==> config.mk <==
export PLATFORM = sky130hd
export DESIGN_NAME = sfr_bit_ctrl
export DESIGN_NICKNAME = d
export VERILOG_FILES = /design/src/rtl/sfr_bit_ctrl_pkg.sv /design/src/rtl/sfr_bit_ctrl_map.sv /design/src/rtl/sfr_bit_ctrl.sv
export SDC_FILE = /design/constraint.sdc
export NUM_CORES = 1
export LEC_CHECK = 0
export BUFFER_PORTS_ARGS = -buffer_cell sky130_fd_sc_hd__buf_4
export CAP_MARGIN = 20
export CELL_PAD_IN_SITES_DETAIL_PLACEMENT = 0
export CELL_PAD_IN_SITES_GLOBAL_PLACEMENT = 1
export CORE_AREA = 2 2 73 75
export CTS_CLUSTER_DIAMETER = 60
export DETAILED_ROUTE_END_ITERATION = 8
export DIE_AREA = 0 0 75 77
export GPL_ROUTABILITY_DRIVEN = 0
export PLACE_DENSITY = 0.7
export SLEW_MARGIN = 25
export SYNTH_ARGS = -nofsm -noshare
export SYNTH_HDL_FRONTEND = slang
export SYNTH_SLANG_ARGS = --single-unit
==> constraint.sdc <==
create_clock -name i_clk -period 1.95 [get_ports i_clk]
set_input_delay 0 -clock i_clk [delete_from_list [all_inputs] [get_ports i_clk]]
set_output_delay 0 -clock i_clk [all_outputs]
set_load 0.02 [all_outputs]
==> src/rtl/sfr_bit_ctrl_pkg.sv <==
// sfr_bit_ctrl_pkg: command codes, FSM states and bit-write helpers; SFR_BIT_CTRL_JBC_EN enables cmd 101 (JBC)
package sfr_bit_ctrl_pkg;

    typedef enum logic [2:0] {
        CMD_READ = 3'b000,
        CMD_SET  = 3'b001,
        CMD_CLR  = 3'b010,
        CMD_CPL  = 3'b011,
        CMD_MOVC = 3'b100,
        CMD_JBC  = 3'b101
    } cmd_t;

    typedef enum logic [2:0] {
        ST_IDLE = 3'd0,
        ST_RD   = 3'd1,
        ST_CAP  = 3'd2,
        ST_WR   = 3'd3,
        ST_DONE = 3'd4
    } state_t;

    function automatic logic [7:0] bit_pack(input logic [2:0] idx, input logic val);
        return {4'b0, idx, val};
    endfunction

    function automatic logic is_legal(input logic [2:0] cmd);
`ifdef SFR_BIT_CTRL_JBC_EN
        return cmd <= 3'b101;
`else
        return cmd <= 3'b100;
`endif
    endfunction

    function automatic logic direct_wr(input logic [2:0] cmd);
        return cmd == CMD_SET || cmd == CMD_CLR || cmd == CMD_MOVC;
    endfunction

    // new bit value; bitv is the bit read back (only CPL depends on it, JBC always clears)
    function automatic logic wr_val(input logic [2:0] cmd, input logic c, input logic bitv);
        return (cmd == CMD_SET) | ((cmd == CMD_MOVC) & c) | ((cmd == CMD_CPL) & ~bitv);
    endfunction

endpackage

==> src/rtl/sfr_bit_ctrl_map.sv <==
// bit_addr_map: 8051 bit address to byte address, bit index and SFR-region flag
module bit_addr_map (
    input  logic [7:0] bit_addr,
    output logic [7:0] byte_addr,
    output logic [2:0] idx,
    output logic       sfr
);
    assign sfr       = bit_addr[7];
    assign idx       = bit_addr[2:0];
    assign byte_addr = sfr ? {bit_addr[7:3], 3'b000} : 8'h20 + {4'b0, bit_addr[6:3]};
endmodule

==> src/rtl/sfr_bit_ctrl.sv <==
// sfr_bit_ctrl: bit-addressable access engine issuing byte reads and bit/byte write strobes; SFR_BIT_CTRL_JBC_EN enables JBC
module sfr_bit_ctrl
    import sfr_bit_ctrl_pkg::*;
(
    input  logic       i_clk,
    input  logic       i_rst,
    input  logic       i_req,
    input  logic [2:0] i_cmd,
    input  logic [7:0] i_bit_addr,
    input  logic       i_c,
    input  logic [7:0] i_rd_data,
    output logic [7:0] o_addr,
    output logic       o_rd_en,
    output logic       o_wr_byte,
    output logic       o_wr_bit,
    output logic [7:0] o_byte,
    output logic       o_bit,
    output logic       o_busy,
    output logic       o_done,
    output logic       o_err
);
    logic [7:0] map_addr;
    logic [2:0] map_idx;
    logic       map_sfr;
    state_t     state;
    cmd_t       cmd;
    logic [2:0] idx;
    logic       sfr;
    logic       c;
    logic       cap_bit;
    logic       new_val;
    logic [7:0] rmw_byte;

    bit_addr_map u_map (
        .bit_addr (i_bit_addr),
        .byte_addr(map_addr),
        .idx      (map_idx),
        .sfr      (map_sfr)
    );

    assign o_busy   = state != ST_IDLE;
    assign cap_bit  = i_rd_data[idx];
    assign new_val  = wr_val(cmd, c, cap_bit);
    assign rmw_byte = (i_rd_data & ~(8'd1 << idx)) | ({7'd0, new_val} << idx);

    // FSM with registered outputs that reflect the state being entered
    always_ff @(posedge i_clk) begin
        if (i_rst) begin
            state     <= ST_IDLE;
            cmd       <= CMD_READ;
            idx       <= '0;
            sfr       <= 1'b0;
            c         <= 1'b0;
            o_addr    <= '0;
            o_rd_en   <= 1'b0;
            o_wr_byte <= 1'b0;
            o_wr_bit  <= 1'b0;
            o_byte    <= '0;
            o_bit     <= 1'b0;
            o_done    <= 1'b0;
            o_err     <= 1'b0;
        end else begin
            o_rd_en   <= 1'b0;
            o_wr_byte <= 1'b0;
            o_wr_bit  <= 1'b0;
            o_done    <= 1'b0;
            o_err     <= 1'b0;
            case (state)
                ST_IDLE: if (i_req) begin
                    cmd    <= cmd_t'(i_cmd);
                    idx    <= map_idx;
                    sfr    <= map_sfr;
                    c      <= i_c;
                    o_addr <= map_addr;
                    if (!is_legal(i_cmd)) begin
                        state  <= ST_DONE;
                        o_done <= 1'b1;
                        o_err  <= 1'b1;
                    end else if (map_sfr && direct_wr(i_cmd)) begin
                        state    <= ST_WR;
                        o_wr_bit <= 1'b1;
                        o_byte   <= bit_pack(map_idx, wr_val(i_cmd, i_c, 1'b0));
                    end else begin
                        state   <= ST_RD;
                        o_rd_en <= 1'b1;
                    end
                end
                ST_RD: state <= ST_CAP;
                ST_CAP: begin
                    o_bit <= cap_bit;
                    if (cmd == CMD_READ || (cmd == CMD_JBC && !cap_bit)) begin
                        state  <= ST_DONE;
                        o_done <= 1'b1;
                    end else begin
                        state     <= ST_WR;
                        o_wr_bit  <= sfr;
                        o_wr_byte <= !sfr;
                        o_byte    <= sfr ? bit_pack(idx, new_val) : rmw_byte;
                    end
                end
                ST_WR: begin
                    state  <= ST_DONE;
                    o_done <= 1'b1;
                end
                default: state <= ST_IDLE;
            endcase
        end
    end
endmodule

==> results of run 1 <==
==> worst min-delay path, stage by stage <==
cell       delay (ps)
buf_4              90
mux2i_1            60
o2bb2ai_1         110
==> synth_stat cells, types with 2 or more instances <==
| master | count |
|---|---|
| a211oi_1 | 3 |
| a21oi_1 | 22 |
| a311oi_1 | 2 |
| and2_1 | 3 |
| and3b_1 | 2 |
| buf_4 | 3 |
| clkbuf_1 | 10 |
| dfxtp_1 | 32 |
| inv_1 | 4 |
| mux2i_1 | 8 |
| nand2_1 | 28 |
| nand2b_1 | 2 |
| nand3_1 | 4 |
| nand3b_1 | 5 |
| nor2_1 | 15 |
| nor2b_1 | 2 |
| nor3_1 | 9 |
| nor3b_1 | 5 |
| o211ai_1 | 2 |
| o21ai_0 | 6 |
| o221a_2 | 2 |
| o2bb2ai_1 | 4 |
| or3_1 | 2 |
==> layout make-up <==
type                    count  share of cell area, %
well taps                  70                  3.800
flip-flops and latches     32                  28.18
multi-input cells         143                  38.00
repair buffers             74                  25.46
inverters                   4                 0.6515
clock buffers               8                  3.909
==> metrics by stage <==
stage | instances | power [W] | hold WS (ps)
6_report | 331 | 0.001856 | 4.645
5_1_grt | 331 | 0.001961 | 32.50
3_5_place_dp | 312 | 0.001322 | 273.9
3_3_place_gp | 312 | 0.001320 | 273.6
2_1_floorplan | 193 | 0.001091 | 136.0
4_1_cts | 331 | 0.001874 | 1.142
==> worst min-delay path by stage <==
stage	end	slack (ps)	cells past startpoint
2_1_floorplan	c$_SDFFE_PP0P_	140	2
3_3_place_gp	c$_SDFFE_PP0P_	270	3
3_5_place_dp	idx[2]$_SDFFE_PP0P_	270	3
4_1_cts	o_byte[4]$_SDFFE_PP0P_	1	3
5_1_grt	o_byte[5]$_SDFFE_PP0P_	30	3
6_report	o_byte[4]$_SDFFE_PP0P_	5	3
==> power by group <==
| part | total, W | internal (W) | switching, W |
|---|---|---|---|
| combinational | 0.000560 | 0.000265 | 0.000296 |
| clock | 0.000527 | 0.000288 | 0.000239 |
| sequential | 0.000769 | 0.000714 | 0.0000549 |
| total | 0.00186 | 0.00127 | 0.000590 |
==> per-layer routing <==
layer	part of all wire [%]	vias up	track usage (%)
li1	-	828	-
met1	48	716	20.60
met2	46	36	24.30
met3	4.5	7	4.205
met4	1.5	0	5.357
met5	0	-	0
==> cells by family (layout without fill, tap and decap cells) <==
logic type | count (synthesis) | count (layout) | share of synthesized area (%)
AND/OR/NAND/NOR | 82 | 82 | 26.64
AO/OA/AOI/OAI | 51 | 51 | 21.50
flip-flops | 32 | 32 | 40.47
buffers and inverters | 18 | 86 | 5.059
multiplexers | 9 | 9 | 5.771
XOR/XNOR | 1 | 1 | 0.5535
==> state kept, by name, summed over array words and instances, names as in the netlist, 3 cells and up <==
register and count:
cmd 3, idx 3, o_addr 8, o_byte 8, state 3
==> repair_timing <==
| item | CTS | global route |
|---|---|---|
| buffers inserted | 0 | 0 |
| hold endpoints to repair | 13 | 0 |
| hold buffers | 11 | 0 |
| endpoints found under the setup margin | 5 | 6 |
| pin swaps | 1 | 0 |
| resized for setup | 4 | 5 |
==> out/results.ini, run 1 <==
[layout]
syn_to_final_growth_pct = 45.61
post-route-util_pct = 46.30
final_nets = 283
final_common_cell = buf_4
diodes = 0
register_area_um2 = 649.4
final_cell_mix = buf_4, dfxtp_1, nand2_1, a21oi_1, nor2_1
drive_gt1_share_pct = 31.03
nFillCells = 520
multiInputGateArea_um2 = 875.8
final_area_um2 = 2305

[place]
dp_slack_ps = -76.85
io_buffers = 45
dpl.hpwl_um = 3183
dpl_cell_area_um2 = 2083

[floorplanning]
dieArea_um2 = 5775
die_h_um = 77
dieWidth_um = 75
fp-row-count = 26
io_pins = 46
initial_core_util_pct = 31.80
core_area_um2 = 4977

[global_routing]
grt_pass1_wl_um = 6934
grt_use_total_pct = 15.65
grt_overflow = 0
grt_max_degree = 28
antenna_found_initial = 0
grt_pass1_vias = 1442

[critical_path]
reg2reg_from = idx[2]$_SDFFE_PP0P_
start_kind = register
cpMostUsedCell = or3_4
crit_path_max_fanout = 8
crit_chain = and2_4 > a211o_1 > o21a_1 > or3_4 > or3_4 > o2bb2ai_1
cp_num_cells = 6
critPathKind = reg -> reg
critPathCaptureType = register
worstPathRequired_ps = 2170
endpoint = o_byte[5]$_SDFFE_PP0P_
crit_path_start = idx[2]$_SDFFE_PP0P_
cp.arrival_ps = 2170
critPathMaxStageDelay_ps = 370
r2r_end = o_byte[5]$_SDFFE_PP0P_
ff2ff_path_depth = 6
critical-path-top-delay-family = simple AND/OR/NAND/NOR gates
slowest_stage = dfxtp_4
rrSetupSlack_ps = -2
path_buf_inv = 0

[cts]
h-tree-depth = 2
cts.clk_slew.worst_paths_ps = 70
max-clock-path-buffers = 2
root_buffer = clkbuf_8
cts_tree = yes
cts_buffers = 5
clock-sinks = 32
clock_latency_ps = 280

[timing]
timing.final.ws_setup_ps = -2.145
final_max_slew_viol_count = 0
skew_ps = 2.716
period_minus_slack_ps = 1952
hold_viol = 0
finalSetupViolCount = 3
setup_tns_ps = -5.086
tightest_slew_ps = 504.0
finalCritPeriodShare_pct = 100.1
timing.fmax_ghz = 0.5123
rsz0062_at_grt = yes
max_slew_margin_pct = 66.05

[route]
num_vias = 1587
drt_iter0_drc = 85
drtPass1Iterations = 4
ant_nets = 0
wirelength_um = 4357
routed_via_density = 4.795
drc = 0
wl_per_cell_um = 13.16

[synth]
syn_area_um2 = 1583
yosysWarnings = 0
yosys.cell_types.count = 41
syn_inst = 193
yosys.area.top_type_share_pct = 40.47
synth_area_leaders = dfxtp_1, a21oi_1, nand2_1
async_flop_share_pct = 0
synth_flop_cell = dfxtp_1
synth.avg_cell_area_um2 = 8.201
yosysSeqAreaShare_pct = 40.47
ys_seq_elements = 32
synth_nets = 216
synth_top_area_cell = dfxtp_1
synth_edf_count = 0

[run_status]
violations = negative setup slack
status = complete, but fails checks

[hold_path]
worstHoldStart = i_rd_data[4]
hold_class = in -> reg

[power_and_ir_drop]
power_leakage_nw = 0.9704
p_per_area_nw_per_um2 = 805.4
ir_worst_vdd_mv = 0.5071

[flow_run]
drv_cap = 0

(Power assumes the default switching activity.)
==> inputs of run 2 (changes only) <==
--- a/config.mk
+++ b/config.mk
@@ -6,15 +6,15 @@
 export NUM_CORES = 1
 export LEC_CHECK = 0
 export BUFFER_PORTS_ARGS = -buffer_cell sky130_fd_sc_hd__buf_4
-export CAP_MARGIN = 20
+export CAP_MARGIN = 15
 export CELL_PAD_IN_SITES_DETAIL_PLACEMENT = 0
 export CELL_PAD_IN_SITES_GLOBAL_PLACEMENT = 1
-export CORE_AREA = 2 2 73 75
+export CORE_AREA = 2 2 101 54
 export CTS_CLUSTER_DIAMETER = 60
 export DETAILED_ROUTE_END_ITERATION = 8
-export DIE_AREA = 0 0 75 77
+export DIE_AREA = 0 0 103 56
 export GPL_ROUTABILITY_DRIVEN = 0
-export PLACE_DENSITY = 0.7
+export PLACE_DENSITY = 0.72
 export SLEW_MARGIN = 25
 export SYNTH_ARGS = -nofsm -noshare
 export SYNTH_HDL_FRONTEND = slang
==> run 2 against run 1 <==
Compared with the run above:
- the flow still finishes with violations (negative setup slack)
- clock power decreased by 3%
- power decreased by 0.56%
- largest cell class unchanged
- critical endpoint unchanged
- critical path depth unchanged
- clock-buffer cell count decreased by 3
- worst setup slack got worse by 38 ps
- first-iteration DRC count decreased by 32%
- sequential power decreased by 0.5%
- register-to-register slack got worse by 40 ps
- core utilization increased by 1.5 points
- highest routed layer unchanged
==> out/results.ini, run 2 (synthesized netlist as in run 1, its figures left out) <==
[run_status]
status = complete, but fails checks
violations = negative setup slack

[route]
drtPass1Iterations = 4  ; unchanged
ant_nets = 0  ; unchanged
routed_via_density = 4.806  ; +0.24%
drc = 0  ; unchanged
drt_iter0_drc = 58  ; -32%
wl_per_cell_um = 13.23  ; +0.51%
wirelength_um = 4366  ; +0.21%
num_vias = 1586  ; -0.063%

[layout]
register_area_um2 = 649.4  ; unchanged
diodes = 0  ; unchanged
syn_to_final_growth_pct = 45.53  ; about the same
post-route-util_pct = 47.79  ; +1.5 points
final_nets = 282  ; -0.35%
stdcell_count = 330  ; -0.30%
drive_gt1_share_pct = 31.54  ; +0.50 points
top_regs = o_addr: 8 flops, o_byte: 8 flops
multiInputGateArea_um2 = 875.8  ; unchanged
nFillCells = 485  ; -6.7%
final_common_cell = buf_4
final_cell_mix = buf_4, dfxtp_1, nand2_1, a21oi_1, nor2_1

[timing]
final_max_slew_viol_count = 0  ; unchanged
hold_slack_ps = 9.594  ; +4.949 ps
setup_tns_ps = -146.6  ; -141.5 ps
timing.fmax_ghz = 0.5025  ; -1.9%
finalCritPeriodShare_pct = 102.1  ; +1.9 points
rsz0062_at_grt = yes
finalSetupViolCount = 4  ; +1
hold_viol = 0  ; unchanged
skew_ps = 2.115  ; -0.6003 ps
period_minus_slack_ps = 1990  ; +38.00 ps
max_slew_margin_pct = 66.34  ; +0.29 points
tightest_slew_ps = 499.6  ; -4.376 ps
timing.final.ws_setup_ps = -40.14  ; -38.00 ps

[critical_path]
slowest_stage = dfxtp_4
start_kind = register
worstPathRequired_ps = 2160  ; about the same
critPathKind = reg -> reg
reg2reg_from = idx[2]$_SDFFE_PP0P_
cpMostUsedCell = or3_4
crit_chain = and2_4 > a211o_1 > o21a_1 > or3_4 > or3_4 > o2bb2ai_1
crit_path_start = idx[2]$_SDFFE_PP0P_
cp.arrival_ps = 2200  ; +30 ps
crit_path_max_fanout = 7  ; -1
ff2ff_path_depth = 6  ; unchanged
critPathCaptureType = register
r2r_end = o_byte[5]$_SDFFE_PP0P_
critPathMaxStageDelay_ps = 370  ; about the same
rrSetupSlack_ps = -40  ; -40 ps

[global_routing]
grt_pass1_vias = 1442  ; unchanged
antenna_found_initial = 0  ; unchanged
gr-usage-met1_pct = 21.69  ; +1.1 points
grt_use_met3_pct = 3.894  ; -0.31 points
grt_pass1_wl_um = 6927  ; -0.10%
grt_max_degree = 28  ; unchanged
grt_busiest_layer = met2
grt_use_total_pct = 15.47  ; -0.17 points
met2_usage_pct = 23.28  ; -1.0 points
grt_overflow = 0  ; unchanged

[power_and_ir_drop]
power_w = 0.001846  ; -0.56%
p_per_area_nw_per_um2 = 801.4  ; -0.50%
ir_worst_vdd_mv = 0.3827  ; -25%
power_leakage_nw = 0.9717  ; +0.13%

[cts]
max-clock-path-buffers = 2  ; unchanged
root_buffer = clkbuf_8
cts_buffers = 5  ; unchanged
clock_latency_ps = 280  ; about the same
clock-sinks = 32  ; unchanged
h-tree-depth = 2  ; unchanged
cts.clk_slew.worst_paths_ps = 70  ; about the same
cts_tree = yes

[floorplanning]
dieArea_um2 = 5768  ; -0.12%
initial_core_util_pct = 32.84  ; +1.0 points
io_pins = 46  ; unchanged
core_area_um2 = 4820  ; -3.2%
dieWidth_um = 103  ; +37%
fp-row-count = 18  ; -31%
die_h_um = 56  ; -27%

[hold_path]
whs_endpoint = o_addr[0]$_SDFFE_PP0P_
worstHoldStart = i_bit_addr[3]
hold_class = in -> reg
whs_path_depth = 3  ; unchanged

[place]
io_buffers = 45  ; unchanged
dpl.hpwl_um = 3130  ; -1.7%
dpl.cell_count = 310  ; -0.64%

[flow_run]
drv_cap = 0  ; unchanged

## run 2: through the flow
stage	cell area (um2)	setup slack [ps]
final	2303	-40.14
after global routing	2303	-98.44
after CTS	2287	-25.67
after detailed placement	2081	-92.98
after global placement	2081	6.791
after floorplan	1588	5.854
## run 2: worst max-delay path by stage
stage / endpoint / slack, ps / depth (start not counted)
final: o_byte[5]$_SDFFE_PP0P_ / -40 / 6
after global routing: o_byte[7]$_SDFFE_PP0P_ / -100 / 6
after CTS: o_byte[7]$_SDFFE_PP0P_ / -30 / 6
after detailed placement: o_byte[7]$_SDFFE_PP0P_ / -90 / 6
after global placement: o_byte[5]$_SDFFE_PP0P_ / 7 / 7
after floorplan: o_byte[4]$_SDFFE_PP0P_ / 6 / 7
## run 2: worst max-delay path: cells and delay by family (launching register included)
kind	cells	cell delay (ps)
AOI/OAI and AO/OA	3	680
DFF	1	370
and+or+nand+nor	3	860
## run 2: layout make-up
cell class | instances | area share [%]
Timing Repair Buffer | 73 | 25.53
Multi-Input combinational cell | 143 | 38.02
Clock buffer | 5 | 2.988
Sequential cell | 32 | 28.19
Clock inverter | 3 | 0.8148
Tap cell | 70 | 3.802
Inverter | 4 | 0.6518
## run 2: per-layer routing
metal	routed length, um	vias to the layer above
met5	0	-
met4	47	0
met3	244	4
met2	1888	39
met1	2185	721
li1	-	822
## run 2: power by group
part	switching, W	internal, W	total [W]
registers	0.0000508	0.000714	0.000765
clock network	0.000263	0.000249	0.000512
logic	0.000303	0.000267	0.000569
total	0.000617	0.00123	0.00185
## run 2: timing repair
item,in CTS,in global routing
pin swaps,0,2
gates resized for setup,5,4
buffers inserted,0,1
hold endpoints to repair,13,0
hold buffers,11,0
gates cloned,0,0
endpoints found under the setup margin,9,11
